File: config.mk
export PLATFORM = sky130hd
export DESIGN_NAME = mem_stage
export DESIGN_NICKNAME = d
export VERILOG_FILES = /design/src/rtl/mem_stage_pkg.sv /design/src/rtl/mem_load_align.sv /design/src/rtl/mem_stage.sv
export SDC_FILE = /design/constraint.sdc
export NUM_CORES = 1
export LEC_CHECK = 0
export ABC_AREA = 1
export BUFFER_PORTS_ARGS = -buffer_cell sky130_fd_sc_hd__buf_2
export CAP_MARGIN = 20
export CORE_MARGIN = 4
export CORE_UTILIZATION = 42
export DETAILED_ROUTE_END_ITERATION = 8
export PLACE_DENSITY = 0.82
export SLEW_MARGIN = 20
export SYNTH_ARGS = -nofsm -noshare
export SYNTH_HDL_FRONTEND = slang
export SYNTH_HIERARCHICAL = 1
export SYNTH_SLANG_ARGS = --single-unit
File: constraint.sdc
create_clock -name clk -period 2.04 [get_ports clk]
set_clock_uncertainty 0.1 [all_clocks]
set_input_delay 0.102 -clock clk [delete_from_list [all_inputs] [get_ports clk]]
set_output_delay 0.102 -clock clk [all_outputs]
set_load 0.02 [all_outputs]
File: src/rtl/mem_stage_pkg.sv
// rtl/mem_stage_pkg.sv - bus widths, mem_op bit positions and FSM encodings for mem_stage
package mem_stage_pkg;

   localparam int EXE_TO_MEM_BUS_WD = 74;
   localparam int MEM_TO_WB_BUS_WD  = 70;
   localparam int MEM_TO_BY_BUS_WD  = 80;

   localparam int MEM_OP_LOAD  = 2;
   localparam int MEM_OP_STORE = 1;
   localparam int MEM_OP_BYTE  = 0;

   localparam logic [2:0] S_IDLE = 3'd0;
   localparam logic [2:0] S_PASS = 3'd1;
   localparam logic [2:0] S_REQ  = 3'd2;
   localparam logic [2:0] S_WAIT = 3'd3;
   localparam logic [2:0] S_DONE = 3'd4;

   // Latched copy of the EXE bus; the incoming data-valid flag is recomputed here.
   typedef struct packed {
      logic [2:0]  mem_op;
      logic [4:0]  w_addr;
      logic [31:0] alu_result;
      logic [31:0] store_data;
      logic        rf_w_en;
   } mem_inst_t;

   function automatic logic [3:0] byte_enable(input logic is_byte, input logic [1:0] offset);
      return is_byte ? (4'b0001 << offset) : 4'b1111;
   endfunction

endpackage

File: src/rtl/mem_load_align.sv
// rtl/mem_load_align.sv - selects and sign-extends load data for register write-back
module mem_load_align (
   input  logic [3:0]  b_en,
   input  logic [31:0] rdata,
   input  logic        is_byte,
   output logic [31:0] load_data
);

   logic [7:0] byte_sel;

   always_comb begin
      byte_sel = rdata[7:0];
      case (b_en)
         4'b0010: byte_sel = rdata[15:8];
         4'b0100: byte_sel = rdata[23:16];
         4'b1000: byte_sel = rdata[31:24];
         default: byte_sel = rdata[7:0];
      endcase
      load_data = is_byte ? {{24{byte_sel[7]}}, byte_sel} : rdata;
   end

endmodule

File: src/rtl/mem_stage.sv
// rtl/mem_stage.sv - memory-access pipeline stage with data-SRAM req/addr_ok/data_ok handshake
module mem_stage
   import mem_stage_pkg::*;
(
   input  logic                         clk,
   input  logic                         reset,
   input  logic                         EXE_to_MEM_valid,
   input  logic [EXE_TO_MEM_BUS_WD-1:0] EXE_to_MEM_bus,
   output logic                         MEM_allowin,
   input  logic                         WB_allowin,
   output logic                         MEM_to_WB_valid,
   output logic [MEM_TO_WB_BUS_WD-1:0]  MEM_to_WB_bus,
   output logic [MEM_TO_BY_BUS_WD-1:0]  MEM_to_BY_bus,
   output logic                         data_sram_req,
   output logic                         data_sram_wr,
   output logic [3:0]                   data_sram_wstrb,
   output logic [31:0]                  data_sram_addr,
   output logic [31:0]                  data_sram_wdata,
   input  logic                         data_sram_addr_ok,
   input  logic                         data_sram_data_ok,
   input  logic [31:0]                  data_sram_rdata
);

   mem_inst_t   inst;
   logic        mem_valid;
   logic [2:0]  state;
   logic [31:0] r_data;

   logic        ready_go;
   logic        accept;
   logic        wb_handshake;
   logic        is_load;
   logic        is_store;
   logic        is_byte;
   logic        new_is_mem;
   logic [3:0]  b_en;
   logic [2:0]  data_valid_stage;
   logic        rf_w_data_valid;
   logic [31:0] load_data;
   logic [31:0] wb_data;
   logic        unused_exe_data_valid;

   assign unused_exe_data_valid = EXE_to_MEM_bus[0];

   assign ready_go     = (state == S_PASS) || (state == S_DONE);
   assign MEM_allowin  = !mem_valid || (ready_go && WB_allowin);
   assign accept       = EXE_to_MEM_valid && MEM_allowin;
   assign wb_handshake = mem_valid && ready_go && WB_allowin;
   assign new_is_mem   = EXE_to_MEM_bus[73 - (2 - MEM_OP_LOAD)] | EXE_to_MEM_bus[73 - (2 - MEM_OP_STORE)];

   always_ff @(posedge clk) begin
      if (reset) begin
         mem_valid <= 1'b0;
         state     <= S_IDLE;
         inst      <= '0;
         r_data    <= '0;
      end else if (accept) begin
         mem_valid <= 1'b1;
         inst      <= EXE_to_MEM_bus[EXE_TO_MEM_BUS_WD-1:1];
         state     <= new_is_mem ? S_REQ : S_PASS;
      end else if (wb_handshake) begin
         mem_valid <= 1'b0;
         state     <= S_IDLE;
      end else begin
         case (state)
            S_REQ: begin
               // addr_ok and data_ok together complete the whole transaction in one cycle
               if (data_sram_addr_ok) begin
                  if (data_sram_data_ok) begin
                     r_data <= data_sram_rdata;
                     state  <= S_DONE;
                  end else begin
                     state  <= S_WAIT;
                  end
               end
            end
            S_WAIT: begin
               if (data_sram_data_ok) begin
                  r_data <= data_sram_rdata;
                  state  <= S_DONE;
               end
            end
            default: ;
         endcase
      end
   end

   assign is_load  = inst.mem_op[MEM_OP_LOAD];
   assign is_store = inst.mem_op[MEM_OP_STORE];
   assign is_byte  = inst.mem_op[MEM_OP_BYTE];
   assign b_en     = byte_enable(is_byte, inst.alu_result[1:0]);

   // Request fields derive only from latched state, so they cannot move while in REQ.
   assign data_sram_req   = mem_valid && (state == S_REQ);
   assign data_sram_wr    = is_store;
   assign data_sram_wstrb = is_store ? b_en : 4'b0000;
   assign data_sram_addr  = is_byte ? inst.alu_result : {inst.alu_result[31:2], 2'b00};
   assign data_sram_wdata = is_byte ? {4{inst.store_data[7:0]}} : inst.store_data;

   mem_load_align u_load_align (
      .b_en      (b_en),
      .rdata     (r_data),
      .is_byte   (is_byte),
      .load_data (load_data)
   );

   assign data_valid_stage = {1'b0, is_load && (state == S_DONE), !is_load};
   assign rf_w_data_valid  = data_valid_stage[0] | data_valid_stage[1];

   always_comb begin
      wb_data = inst.alu_result;
      if (inst.w_addr == 5'd0) begin
         wb_data = 32'd0;
      end else if (is_load) begin
         wb_data = load_data;
      end
   end

   assign MEM_to_WB_valid = mem_valid && ready_go;
   assign MEM_to_WB_bus   = {inst.w_addr, wb_data, r_data, inst.rf_w_en};
   assign MEM_to_BY_bus   = {data_valid_stage, b_en, inst.w_addr, r_data, inst.alu_result,
                             rf_w_data_valid, is_byte, mem_valid, inst.rf_w_en};

endmodule

---- Word level (Yosys, flattened, before mapping) ----
Cells that the tools add are included.
storage, ports and cells
  register bits after elaboration ......... 109
  input port bits ......................... 112
  output and inout port bits .............. 222
  word-level logic and storage cells ...... 59
cells by class
  equal/unequal tests ..................... 10
  shifts and indexed selects .............. 1
  muxes and demuxes ....................... 20
  bitwise logic cells ..................... 4
  reduce and logical (&&, ||, !) cells .... 16
operators by type and width
  kind                   number
  $mux W32               6
  $pmux W32 S2           1
  $pmux W8 S3            1
  $mux W3                5
  $mux W4                2
  $ne A4 B4 Y1 const B   2
  $eq A3 B2 Y1 const B   2
  $logic_and A1 B1 Y1    6
  $pmux W3 S2            1
  $logic_not A5 Y1       1
  $eq A4 B2 Y1 const B   1
  $eq A4 B3 Y1 const B   1
  $eq A4 B4 Y1 const B   1
  $mux W2                2
  $reduce_and A4 Y1      1
  $reduce_bool A2 Y1     2
  $reduce_bool A4 Y1     1
  $shl A1 B2 Y4 const A  1
  $eq A3 B1 Y1 const B   1
  $eq A3 B3 Y1 const B   1
  $reduce_and A3 Y1      1
  $logic_not A1 Y1       2
  $logic_or A1 B1 Y1     2
  $mux W1                2
  other kinds (3)        5

---- Logic depth before layout (Yosys ltp) ----
  depth in word-level cells ............... 7
  mapped depth ............................ 16
  mapped depth without buffers ............ 15

---- Modules after synthesis ----
The synthesis kept the hierarchy.
modules (own cells, without submodules)
  module          instances  cells each  area each (µm²)  sequential area each (µm²)
  mem_stage       1          948         6139.6           2182.1
  mem_load_align  1          127         598.1            0.0

---- Worst setup path before layout ----
OpenSTA, ideal clock, no wires.
  kind .................................... register -> output
  start point ............................. reg inst, in the netlist MEM_to_BY_bus[2]
  end point ............................... out MEM_to_WB_bus[47]
  arrival ................................. 2385 ps
  data required time ...................... 1838 ps
  setup slack ............................. -547 ps
  stages on the path, launching flop included .. 17
  path buffers ............................ 2
  path through ............................ dfxtp_1 -> clkbuf_1 -> nand2_1 -> inv_1 -> nor2_1 -> nor2_2 -> nand3_1 -> nand2_1 -> nor2_1 -> nand2_2 -> nand2_4 -> buf_6 -> nand2_1 -> nand2_1 -> nand2_1 -> nand2_1 -> inv_1
on the way
  word-level cells in the longest chain between the ends .. 6
  elaborated cells between the ends (all ways) .. 8
  those cells by class .................... eq/ne (3); mux (5)
ends and longest elaborated chain
  item                                        line                  text
  from (decl)                                 mem_stage.sv:24       mem_inst_t inst;
  from (signal assigned)                      mem_stage.sv:59       inst <= EXE_to_MEM_bus[EXE_TO_MEM_BUS_WD-1:1];
  $mux W4 (*)                                 mem_stage_pkg.sv:28   return is_byte ? (4'b0001 << offset) : 4'b1111;
  named net MEM_to_BY_bus[73]                 mem_stage.sv:13       output logic [MEM_TO_BY_BUS_WD-1:0] MEM_to_BY_bus,
  $eq A4 B4 Y1, or another cell as far along  mem_load_align.sv:13  case (b_en)
  $pmux W8 S3 (*)                             mem_load_align.sv:13
  $mux W32 (*)                                mem_load_align.sv:19  load_data = is_byte ? {{24{byte_sel[7]}}, byte_sel} : rdata;
  named net load_data[14]                     mem_stage.sv:39       logic [31:0] load_data;
  $mux W32 (*)                                mem_stage.sv:114      end else if (is_load) begin
  $mux W32 (*)                                mem_stage.sv:112      if (inst.w_addr == 5'd0) begin
  to (decl)                                   mem_stage.sv:12       output logic [MEM_TO_WB_BUS_WD-1:0] MEM_to_WB_bus,
The timed path passes the listed nets; every way through them passes the cells marked *.

---- Final worst setup path ----
  start point ............................. reg inst, in the netlist MEM_to_BY_bus[2]
  end point ............................... out MEM_to_WB_bus[52]
on the way
  word-level cells in the longest chain between the ends .. 6
  elaborated cells between the ends (all ways) .. 8
  those cells by class .................... eq/ne (3); mux (5)
ends and longest elaborated chain
  item                                        line
  $mux W4                                     mem_stage_pkg.sv:28
  $eq A4 B4 Y1, or another cell as far along  mem_load_align.sv:13
  $pmux W8 S3                                 mem_load_align.sv:13
  $mux W32 (*)                                mem_load_align.sv:19
  named net load_data[19]                     mem_stage.sv:39
  $mux W32 (*)                                mem_stage.sv:114
  $mux W32 (*)                                mem_stage.sv:112
Marked as above.

==> results.ini <==
[run_status]
status=finished, violations left
failed_checks=setup timing

[floorplan]
initial_utilization_pct=42.6
die-area_sq_um=18100
fp.coreArea_sq_um=15800
fp-row-count=46
die_h_microns=135
fp.dieW_microns=135
ios=334

[synth]
synthesis.area_sq_um=6740
synth-compound-area-share_pct=10.3
yosys_register_bits=109
avgSynthCellArea_sq_um=6.27
yosysWarningCount=6
synth_top_family_by_area=simple AND/OR/NAND/NOR gates
synthAdderAreaFrac_pct=0
synth-xor-area-share_pct=0
synth_flop_cell=dfxtp_1
netlist_instances=1075
syn_nets=1187
ys_async_sr_fraction_pct=0
synth_cell_type_count=25
synthSimpleGateAreaFrac_pct=32.6
synth-edff-count=0
ys_seq_area_share_pct=32.4
muxShareOfSynthArea_pct=0

[min_path]
hp-class=input pin to flop
hold_depth=5

[routing]
wl_per_cell_microns=15.8
drt_iter0_drc=571
ant_nets=0
routed_wl_mm=25.6
num_vias=7936
drc=0
avgViaCountPerCell=4.89
dr.pass1.iters=6

[layout]
stdcell_area_sq_um=9710
multi_input_area_sq_um=3130
final_common_cell=buf_2
register_area_sq_um=2190
final_cell_mix=buf_2, nand2_1, nor2_1
area_growth_pct=44.0
drive_above_1_share_pct=35.1
fin_util_pct=61.3
nNetsFinal=1513
fillers=1339
diodes=0

[clocking]
numCtsBuffers=9
cts_num_sinks=109
insertion_delay_ns=0.36
cts_tree=yes
htree_levels=3
cts.clk_slew.worst_paths_ns=0.08
max-clock-path-buffers=2
root_buffer=clkbuf_16

[setup_path]
cp-startpoint=MEM_to_BY_bus[2]
reg2reg_from=state[0]
path_max_fanout=6
worst_ep_arrival_time_ns=2.21
crit_type=flop to output port
endpoint=MEM_to_WB_bus[52]
reg2reg_depth=10
cp-end-kind=output port
reg2reg_slack_ns=0.25
timing.rr.end=inst[18]
critPathRequiredTime_ns=1.84
startpoint_type=flop

[pwr]
ir_drop_uv=420
cellLeakagePower_nw=5.36
pwr_density_cell_nw_per_um2=662

[place]
gp_congestion=0.867
hpwl_mm=16.5
placed_area_sq_um=7850
io_buffers=331

[sta]
fin_tns_setup_ns=-10.27
fin_crit_ns=2.41
max_freq_mhz=415
slew_viol_final=0
whs_ns=0.0546
setup_ws_ns=-0.371
fin_crit_sh_pct=118
setup_viol=32
hold_viol=0
rsz0062_at_grt=true

[global_route]
met3_usage_pct=4.40
track_usage_pct=27.0
met2_usage_pct=47.4
grt_max_degree=69
grt_busiest_layer=met2
grt_pass1_wl_mm=39.0
grt_pass1_vias=7373
gr-total-overflow=0
use_met1_pct=32.4
antenna_found_initial=0

[flow_run]
cap_violations=0

## layout make-up
type / instances / area share, %
Clock buffer: 9 / 2.32
Clock inverter: 7 / 0.864
Inverter: 113 / 4.52
Multi-Input combinational cell: 678 / 32.2
Sequential cell: 109 / 22.6
Tap cell: 216 / 2.78
Timing Repair Buffer: 490 / 34.7
## flip-flops by register name (all words and copies together) (netlist names)
register,cells
MEM_to_BY_bus,39
inst,33
r_data,32
state,3
data_sram_wr,1
mem_valid,1
## how the worst min path moves through the flow
stage                                start        end
after floorplan                      reset  mem_valid
after global placement               reset  mem_valid
after detailed placement             reset  mem_valid
after CTS                 EXE_to_MEM_valid   state[1]
after global routing      EXE_to_MEM_valid   state[0]
final                     EXE_to_MEM_valid   state[1]
## routing by layer
layer  routed length [microns]  share of wire, %  vias to the layer above
met5                         0                 0                        -
met4                       898               3.5                        0
met3                      1790               7.0                       73
met2                     12700                50                      419
met1                     10100                40                     3592
li1                          -                 -                     3852
## cells in the mapped netlist, drive strengths merged, types with 2 or more instances
cell type  number  share of area, %
nor3            2              0.15
inv           110               6.1
nand2         251                15
buf           150                17
clkinv          3              0.20
nand4           9              0.84
nor2          208                12
dfxtp         109                32
o21ai          99               7.4
nand3          65               4.9
a21oi          38               2.8
clkbuf         28               1.6
## through the flow
stage               instances  setup slack (ns)  power, mW
detailed placement       1489           -0.0362       4.28
global placement         1489           -0.0320       4.25
floorplan                1075           0.00349       3.86
finish                   1622            -0.371       6.42
global route             1622            -0.517       6.73
CTS                      1621            -0.313       6.38
## critical path, cell delays in order, from the launching register on
cell and delay [ns]:
dfxtp_4 0.39, buf_4 0.14, nand2_4 0.05, nor2_4 0.19, nand3_4 0.12, nor2_4 0.14, nor2_4 0.05, nand2_4 0.17
nand2_4 0.11, nand2_1 0.08, nand2_1 0.05, nand2_1 0.07, nand2_1 0.07, inv_2 0.07, buf_4 0.13
## where the power goes
part / total [mW] / leakage [nW] / internal (mW) / switching [mW]
registers: 2.45 / 0.899 / 2.29 / 0.160
clock network: 1.85 / 0.152 / 0.891 / 0.961
logic: 2.13 / 4.31 / 0.827 / 1.30
## timing repair
item / in CTS / in global routing
hold endpoints to repair: 106 / 0
buffers inserted: 6 / 2
pin swaps: 30 / 22
resized for setup: 94 / 31
cloned: 3 / 0
setup endpoints to repair: 32 / 37
hold buffers: 107 / 0
## logic make-up after synthesis
group	Yosys count
flops	109
compound gates	138
simple gates	536
buf+inv	291
other cells	1
No activity file was read; power rests on OpenSTA's default activity.
